$ cat config.mk
export PLATFORM = sky130hd
export DESIGN_NAME = id_scoreboard
export DESIGN_NICKNAME = d
export VERILOG_FILES = /design/src/rtl/id_scoreboard.sv
export SDC_FILE = /design/constraint.sdc
export NUM_CORES = 1
export LEC_CHECK = 0
export CORE_UTILIZATION = 45
export DETAILED_ROUTE_END_ITERATION = 12
export GPL_TIMING_DRIVEN = 0
export PLACE_DENSITY = 0.83
export SYNTH_ARGS = -nofsm -noshare
export SYNTH_HDL_FRONTEND = slang
export SYNTH_SLANG_ARGS = --single-unit
$ cat constraint.sdc
create_clock -name clk -period 12.48 [get_ports clk]
set_clock_uncertainty 0.05 [all_clocks]
set_input_delay 1.872 -clock clk [delete_from_list [all_inputs] [get_ports clk]]
set_output_delay 1.872 -clock clk [all_outputs]
set_load 0.01 [all_outputs]
$ cat src/rtl/id_scoreboard.sv
// Register-write scoreboard between decode and execute: tracks pending writes,
// holds decode on RAW/WAW hazards or in-flight limit, and counts stalled cycles.
module id_scoreboard #(
  parameter int NREGS        = 32,
  parameter int AW           = 5,
  parameter int MAX_INFLIGHT = 4,
  parameter int CNT_W        = 32
) (
  input  logic             clk,
  input  logic             rst,
  input  logic             i_id_valid,
  input  logic [AW-1:0]    i_id_rs1_addr,
  input  logic             i_id_rs1_used,
  input  logic [AW-1:0]    i_id_rs2_addr,
  input  logic             i_id_rs2_used,
  input  logic [AW-1:0]    i_id_rd_addr,
  input  logic             i_id_rd_wr,
  output logic             o_id_ready,
  input  logic             i_wb_wr_reg_en,
  input  logic [AW-1:0]    i_wb_wr_reg_addr,
  input  logic             i_flush,
  input  logic             i_clr_cnt,
  output logic [NREGS-1:0] o_busy_mask,
  output logic [AW:0]      o_inflight,
  output logic [CNT_W-1:0] o_stall_cnt
);

  localparam logic [AW:0]      INF_ONE  = {{AW{1'b0}}, 1'b1};
  localparam logic [AW:0]      INF_MAX  = (AW+1)'(MAX_INFLIGHT);
  localparam logic [CNT_W-1:0] CNT_ONE  = {{(CNT_W-1){1'b0}}, 1'b1};
  localparam logic [NREGS-1:0] REG_ONE  = {{(NREGS-1){1'b0}}, 1'b1};
  localparam logic [AW-1:0]    X0       = {AW{1'b0}};

  logic [NREGS-1:0] busy_q, busy_d;
  logic [AW:0]      inflight_q, inflight_d;
  logic [CNT_W-1:0] stall_q, stall_d;

  logic raw1_s, raw2_s, waw_s, full_s, ready_s;
  logic issue_wr_s, retire_s, stall_s;
  logic [NREGS-1:0] set_mask_s, clr_mask_s;

  // Hazard detection against the registered busy bitmap (no WB bypass).
  always_comb begin
    raw1_s  = i_id_rs1_used & (i_id_rs1_addr != X0) & busy_q[i_id_rs1_addr];
    raw2_s  = i_id_rs2_used & (i_id_rs2_addr != X0) & busy_q[i_id_rs2_addr];
    waw_s   = i_id_rd_wr & (i_id_rd_addr != X0) & busy_q[i_id_rd_addr];
    full_s  = i_id_rd_wr & (i_id_rd_addr != X0) & (inflight_q == INF_MAX);
    ready_s = ~(raw1_s | raw2_s | waw_s | full_s | i_flush);

    issue_wr_s = i_id_valid & ready_s & i_id_rd_wr & (i_id_rd_addr != X0);
    retire_s   = i_wb_wr_reg_en & (i_wb_wr_reg_addr != X0) & busy_q[i_wb_wr_reg_addr];
    stall_s    = i_id_valid & ~ready_s;

    set_mask_s = issue_wr_s ? (REG_ONE << i_id_rd_addr) : {NREGS{1'b0}};
    clr_mask_s = retire_s ? (REG_ONE << i_wb_wr_reg_addr) : {NREGS{1'b0}};
  end

  // Next-state for busy bitmap and in-flight count; flush discards everything.
  always_comb begin
    busy_d     = busy_q;
    inflight_d = inflight_q;
    if (i_flush) begin
      busy_d     = {NREGS{1'b0}};
      inflight_d = {(AW+1){1'b0}};
    end else begin
      busy_d = (busy_q & ~clr_mask_s) | set_mask_s;
      case ({issue_wr_s, retire_s})
        2'b10:   inflight_d = inflight_q + INF_ONE;
        2'b01:   inflight_d = inflight_q - INF_ONE;
        default: inflight_d = inflight_q;
      endcase
    end
  end

  // Saturating stall counter with clear priority.
  always_comb begin
    stall_d = stall_q;
    if (i_clr_cnt) begin
      stall_d = {CNT_W{1'b0}};
    end else if (stall_s && (stall_q != {CNT_W{1'b1}})) begin
      stall_d = stall_q + CNT_ONE;
    end else begin
      stall_d = stall_q;
    end
  end

  // State registers.
  always_ff @(posedge clk) begin
    if (rst) begin
      busy_q     <= {NREGS{1'b0}};
      inflight_q <= {(AW+1){1'b0}};
      stall_q    <= {CNT_W{1'b0}};
    end else begin
      busy_q     <= busy_d;
      inflight_q <= inflight_d;
      stall_q    <= stall_d;
    end
  end

  assign o_id_ready  = ready_s;
  assign o_busy_mask = busy_q;
  assign o_inflight  = inflight_q;
  assign o_stall_cnt = stall_q;

  id_scoreboard_chk #(
    .NREGS        (NREGS),
    .AW           (AW),
    .MAX_INFLIGHT (MAX_INFLIGHT)
  ) u_chk (
    .clk        (clk),
    .rst        (rst),
    .busy_mask_i(busy_q),
    .inflight_i (inflight_q)
  );

endmodule

// Invariant checker: in-flight count equals popcount of busy bitmap and never exceeds the limit.
module id_scoreboard_chk #(
  parameter int NREGS        = 32,
  parameter int AW           = 5,
  parameter int MAX_INFLIGHT = 4
) (
  input logic             clk,
  input logic             rst,
  input logic [NREGS-1:0] busy_mask_i,
  input logic [AW:0]      inflight_i
);

  function automatic logic [AW:0] popcount(input logic [NREGS-1:0] v);
    logic [AW:0] n;
    n = {(AW+1){1'b0}};
    for (int i = 0; i < NREGS; i++) begin
      n = n + {{AW{1'b0}}, v[i]};
    end
    return n;
  endfunction

  // Sample invariant once per cycle outside reset.
  always_ff @(posedge clk) begin
    if (!rst) begin
      assert (inflight_i == popcount(busy_mask_i))
        else $error("inflight count disagrees with busy mask popcount");
      assert (inflight_i <= (AW+1)'(MAX_INFLIGHT))
        else $error("inflight count exceeds limit");
    end
  end

endmodule

# Yosys cells after proc, flatten, opt, wreduce, memory -nomap -nowiden
# Cells that the tools add are included.
[word_totals]
register_bits = 70
inputBits = 29
out_inout_bits = 71
word_cells = 56
[op_classes]
addsub = 3
magnitude_cmp = 4
eq_ne = 4
shifts = 2
muxes = 11
bitwise = 21
reduce_logical = 8
[ops]
columns = ["op", "count"]
rows = [
  ["$mux W32", 2],
  ["$shl A1 B5 Y32 const A", 2],
  ["$add A32 B1 Y32 const B", 1],
  ["$and A32 B32 Y32", 1],
  ["$ne A32 B32 Y1 const B", 1],
  ["$not A32 Y32", 1],
  ["$or A32 B32 Y32", 1],
  ["$lt A5 B6 Y1 const B", 4],
  ["$bmux W1 S5", 4],
  ["$reduce_bool A5 Y1", 4],
  ["$and A1 B1 Y1", 13],
  ["$pmux W6 S2", 1],
  ["$add A6 B1 Y6 const B", 1],
  ["$eq A6 B3 Y1 const B", 1],
  ["$sub A6 B1 Y6 const B", 1],
  ["$mux W1", 4],
  ["$or A1 B1 Y1", 4],
  ["$reduce_or A2 Y1", 2],
  ["$eq A2 B1 Y1 const B", 1],
  ["$eq A2 B2 Y1 const B", 1],
  ["$reduce_bool A2 Y1", 1],
  ["$logic_and A1 B1 Y1", 1],
  ["$not A1 Y1", 1],
]

# Depth between registers and ports, before layout
[depth]
ltp_word = 13
depth_mapped = 18

# Worst setup path before layout
# Ideal clock, no wire load.
[synth_timing]
kind = "input port to output port"
startpoint = "in i_id_rs2_addr[1]"
endpoint = "out o_id_ready"
arrival_time_ns = 3.771
t_required_ns = 10.558
setup_slack_ns = 6.787
path_stages = 8
path_buffers = 3
cell_sequence = "buf_1 -> mux4_2 -> a2111oi_0 -> a311o_1 -> o311a_2 -> and2_1 -> buf_2 -> buf_2"
[synth_via]
elab_chain_len = 8
[synth_rtl]
columns = ["item", "line_no", "text"]
rows = [
  ["start, declared", "14", "input logic [AW-1:0] i_id_rs2_addr,"],
  ["$bmux W1 S5 or $reduce_bool A5 Y1 (tied branches)", "45", "raw2_s = i_id_rs2_used & (i_id_rs2_addr != X0) & busy_q[i_id_rs2_addr];"],
  ["$mux W1 (implied by the code) or $and A1 B1 Y1 (tied branches)", "45", ""],
  ["$and A1 B1 Y1 *", "45", ""],
  ["$or A1 B1 Y1 * (4 in series)", "48", "ready_s = ~(raw1_s | raw2_s | waw_s | full_s | i_flush);"],
  ["$not A1 Y1 *", "48", ""],
  ["end, declared", "18", "output logic o_id_ready,"],
]
# Every way passes the cells marked *; elsewhere a longest branch is shown, timed or not. The select of a mux whose other input is x is not followed.

# Worst setup path after layout
[layout_timing]
startpoint = "in i_id_rd_addr[1]"
endpoint = "out o_id_ready"
[layout_via]
elab_chain_len = 7
[layout_rtl]
columns = ["item", "line_no", "text"]
rows = [
  ["start, declared", "16", "input logic [AW-1:0] i_id_rd_addr,"],
  ["$bmux W1 S5 or $reduce_bool A5 Y1 (tied branches)", "46, 47", ""],
  ["$mux W1 (implied by the code) or $and A1 B1 Y1 (tied branches)", "46, 47", ""],
  ["$and A1 B1 Y1", "46", "waw_s = i_id_rd_wr & (i_id_rd_addr != X0) & busy_q[i_id_rd_addr];"],
  ["$or A1 B1 Y1", "48", ""],
  ["$or A1 B1 Y1 * (2 in series)", "48", ""],
  ["$not A1 Y1 *", "48", ""],
]
# Marked as above.

==> impl_metrics.env <==
export IMPL_status="finished clean"
export IMPL_cts_tree="built"
export IMPL_drt_pass1_iter_count=6
export IMPL_cp_cell_sequence="clkdlybuf4s50_1 -> buf_2 -> clkbuf_1 -> nor2b_1 -> a21oi_1 -> o21ai_0 -> o211ai_1 -> o21ai_0 -> and2_1 -> buf_2 -> buf_2 -> clkdlybuf4s50_1"
export IMPL_cts_resized_gates=0
export IMPL_synth_mux_area_frac=0.172
export IMPL_hold_depth=2
export IMPL_synth_compound_area_frac=0.206
export IMPL_rows=36
export IMPL_dp_hpwl_um=11900
export IMPL_final_cells=777
export IMPL_critPathMaxFanout=10
export IMPL_tns_ps=0
export IMPL_core_mm2=0.00995
export IMPL_drc=0
export IMPL_hp_start="o_stall_cnt[20]"
export IMPL_ys_seq_area_frac=0.299
export IMPL_timing_rr_start="o_busy_mask[23]"
export IMPL_yosysWarnings=0
export IMPL_die_area_mm2=0.0108
export IMPL_setup_viol=0
export IMPL_crit_path_start_kind="primary input"
export IMPL_postRouteAntennaNets=0
export IMPL_numPortBuffers=91
export IMPL_reg2reg_slack_ps=8480
export IMPL_clockBufferDepth=2
export IMPL_post_drt_wl_per_cell_um=20.9
export IMPL_drt_initial_drc_count=514
export IMPL_synthArstFlopShare=0
export IMPL_ir_drop_uv=59.0
export IMPL_worst_path_max_delay_cell="clkdlybuf4s50_1"
export IMPL_drv_slew=0
export IMPL_cts_setup_buffers=0
export IMPL_cp_end_kind="output pin"
export IMPL_placed_cells=761
export IMPL_synth_ff_type="dfxtp_1"
export IMPL_htree_levels=3
export IMPL_syn_area_mm2=0.00469
export IMPL_synth_edf_count=0
export IMPL_crit_top_cell="buf_2"
export IMPL_die_w_um=104
export IMPL_gp_congestion=0.977
export IMPL_worstPathRequired_ps=10560
export IMPL_slowest_delay_ps=580
export IMPL_worst_ep_arrival_time_ps=5230
export IMPL_syn_num_nets=573
export IMPL_grt_pass1_vias=4947
export IMPL_drive_gt1_frac=0.107
export IMPL_cts_hold_fix_buffers=0
export IMPL_worstMarginPinSlew_ps=769
export IMPL_total_power_mw=0.504
export IMPL_relSlewSlack=0.483
export IMPL_min_period_ps=7150
export IMPL_period_share=0.573
export IMPL_syn2layout_area_growth_pct=27.7
export IMPL_synth_xor_area_frac=0.00934
export IMPL_grt_max_degree=13
export IMPL_synth_seq_cells=70
export IMPL_nNetsFinal=675
export IMPL_grt_pass1_wl_um=26000
export IMPL_fmax_mhz=140
export IMPL_hp_class="flop to flop"
export IMPL_drt_total_wl_um=16200
export IMPL_overflow=0
export IMPL_synth_top_family_by_area="simple AND/OR/NAND/NOR gates"
export IMPL_rsz0062_at_grt="no"
export IMPL_synth_cells=537
export IMPL_die_h_um=104
export IMPL_root_buffer="clkbuf_8"
export IMPL_grt_usage=0.303
export IMPL_start_util=0.471
export IMPL_cpLargestDelayFamily="buffers and inverters"
export IMPL_antenna_cells=0
export IMPL_clkSinkCount=70
export IMPL_hold_viol=0
export IMPL_antenna_found_initial=0
export IMPL_p_per_area_mw_per_mm2=84.2
export IMPL_cp_depth=12
export IMPL_path_clk_slew_ps=80
export IMPL_yosys_area_share_adder=0.0203
export IMPL_vias=5100
export IMPL_yosys_area_share_simple=0.244
export IMPL_ios=100
export IMPL_worstHoldEndpoint="o_stall_cnt[20]"
export IMPL_ys_types=61
export IMPL_rr_worst_depth=14
export IMPL_path_class="primary input to output pin"
export IMPL_r2r_end="o_inflight[5]"
export IMPL_cts_buffers=9
export IMPL_vias_per_cell=6.56
export IMPL_clk_latency_ps=380
export IMPL_avgSynthCellArea_um2=8.74
export IMPL_p_leak_nw=1.94
export IMPL_path_buf_inv=6
export IMPL_maxCapViolations=0
==> metal layers <==
metal	vias up	global-route usage	part of all wire
li1	2286	-	-
met1	2438	0.393	0.40
met2	343	0.482	0.48
met3	33	0.0739	0.11
met4	0	0.123	0.020
met5	-	0	0
==> report_power, final <==
part	switching, mW	total [mW]	internal [mW]
Clock	0.0976	0.216	0.119
Combinational	0.0401	0.0635	0.0233
Sequential	0.000995	0.225	0.224
==> worst max-delay path by stage <==
stage	startpoint	endpoint	slack, ps
detailed placement	i_id_rd_addr[1]	o_id_ready	5390
floorplan	i_id_rs2_addr[1]	o_id_ready	6790
global route	i_id_rd_addr[1]	o_id_ready	5140
CTS	i_id_rd_addr[1]	o_id_ready	5380
finish	i_id_rd_addr[1]	o_id_ready	5330
global placement	i_id_rd_addr[1]	o_id_ready	5350
==> cell usage after synthesis, types with 3 or more instances <==
master,n,area [um2]
a21oi_1,39,195
a32o_1,14,140
and2_1,4,25.0
and3_1,12,75.1
and4_1,4,35.0
buf_1,4,15.0
buf_2,10,50.1
buf_4,3,22.5
clkbuf_1,23,86.3
dfxtp_1,70,1400
ha_1,6,75.1
inv_1,15,56.3
mux2_2,4,45.0
mux2i_1,20,200
mux4_2,25,563
nand2_1,42,158
nand2b_1,8,50.1
nand3_1,25,125
nand3b_1,5,37.5
nand4_1,15,93.8
nand4b_1,3,26.3
nor2_1,31,116
nor2b_1,8,50.1
nor3_1,6,30.0
o211ai_1,13,97.6
o21ai_0,19,95.1
o21ai_1,16,80.1
o311ai_0,7,61.3
o31ai_1,4,30.0
o41ai_1,7,61.3
or2_2,3,18.8
or3_1,29,181
or4_1,4,30.0
xor2_1,3,26.3
==> cell families after synthesis <==
logic type	Yosys count
muxes	49
and+or+nand+nor	209
xor gates and xnor gates	5
buffers and inverters	55
DFF	70
AOI/OAI and AO/OA	142
adders and majority gates	7
==> sequential cells by signal, summed over array words and instances, names as in the netlist <==
name         cells
o_inflight       6
o_stall_cnt     32
o_busy_mask     32
==> stage by stage <==
step	utilization	instance area, um2	setup WS [ps]	hold slack, ps
detailed placement	0.579	5770	5390	449
floorplan	-	4690	6790	452
CTS	0.602	5990	5380	461
global placement	0.579	5770	5350	434
finish	0.602	5990	5330	461
global route	0.602	5990	5140	479
==> worst register-to-register path: stages (launching register included) <==
cell and delay, ps:
dfxtp_1 410, mux4_2 510, a2111oi_0 400, a311o_1 250, o311a_2 230, nand4_2 220
ha_1 370, ha_1 300, a21o_1 180, a21oi_1 220, o21bai_1 90, a21oi_1 180
xnor2_1 90, or3_1 300, a21oi_1 140
==> cells in the final DEF (no fill, tap or decap), types with 5 or more instances in the layout <==
master	count
clkdlybuf4s50_1	91
mux2i_1	20
nor2b_1	8
o311ai_0	7
nand2b_1	8
o21ai_1	16
o41ai_1	7
nor3_1	6
nand3_1	25
and3_1	12
clkbuf_1	24
o21ai_0	19
or3_1	29
buf_2	10
mux4_2	25
a21oi_1	39
nor2_1	31
nand2_1	42
nand3b_1	5
inv_1	15
dfxtp_1	70
ha_1	6
clkbuf_8	10
nand4_1	15
a32o_1	14
o211ai_1	13
==> layout make-up <==
cell class              count  area (um2)
inverters                  15        56.3
clock inverters             5        81.3
multi-input cells         412        3060
flip-flops and latches     70        1400
fillers                   886        3960
repair buffers             91         911
well taps                 133         166
plain buffers              40         174
clock buffers              11         141
No activity file was read; power rests on OpenSTA's default activity.
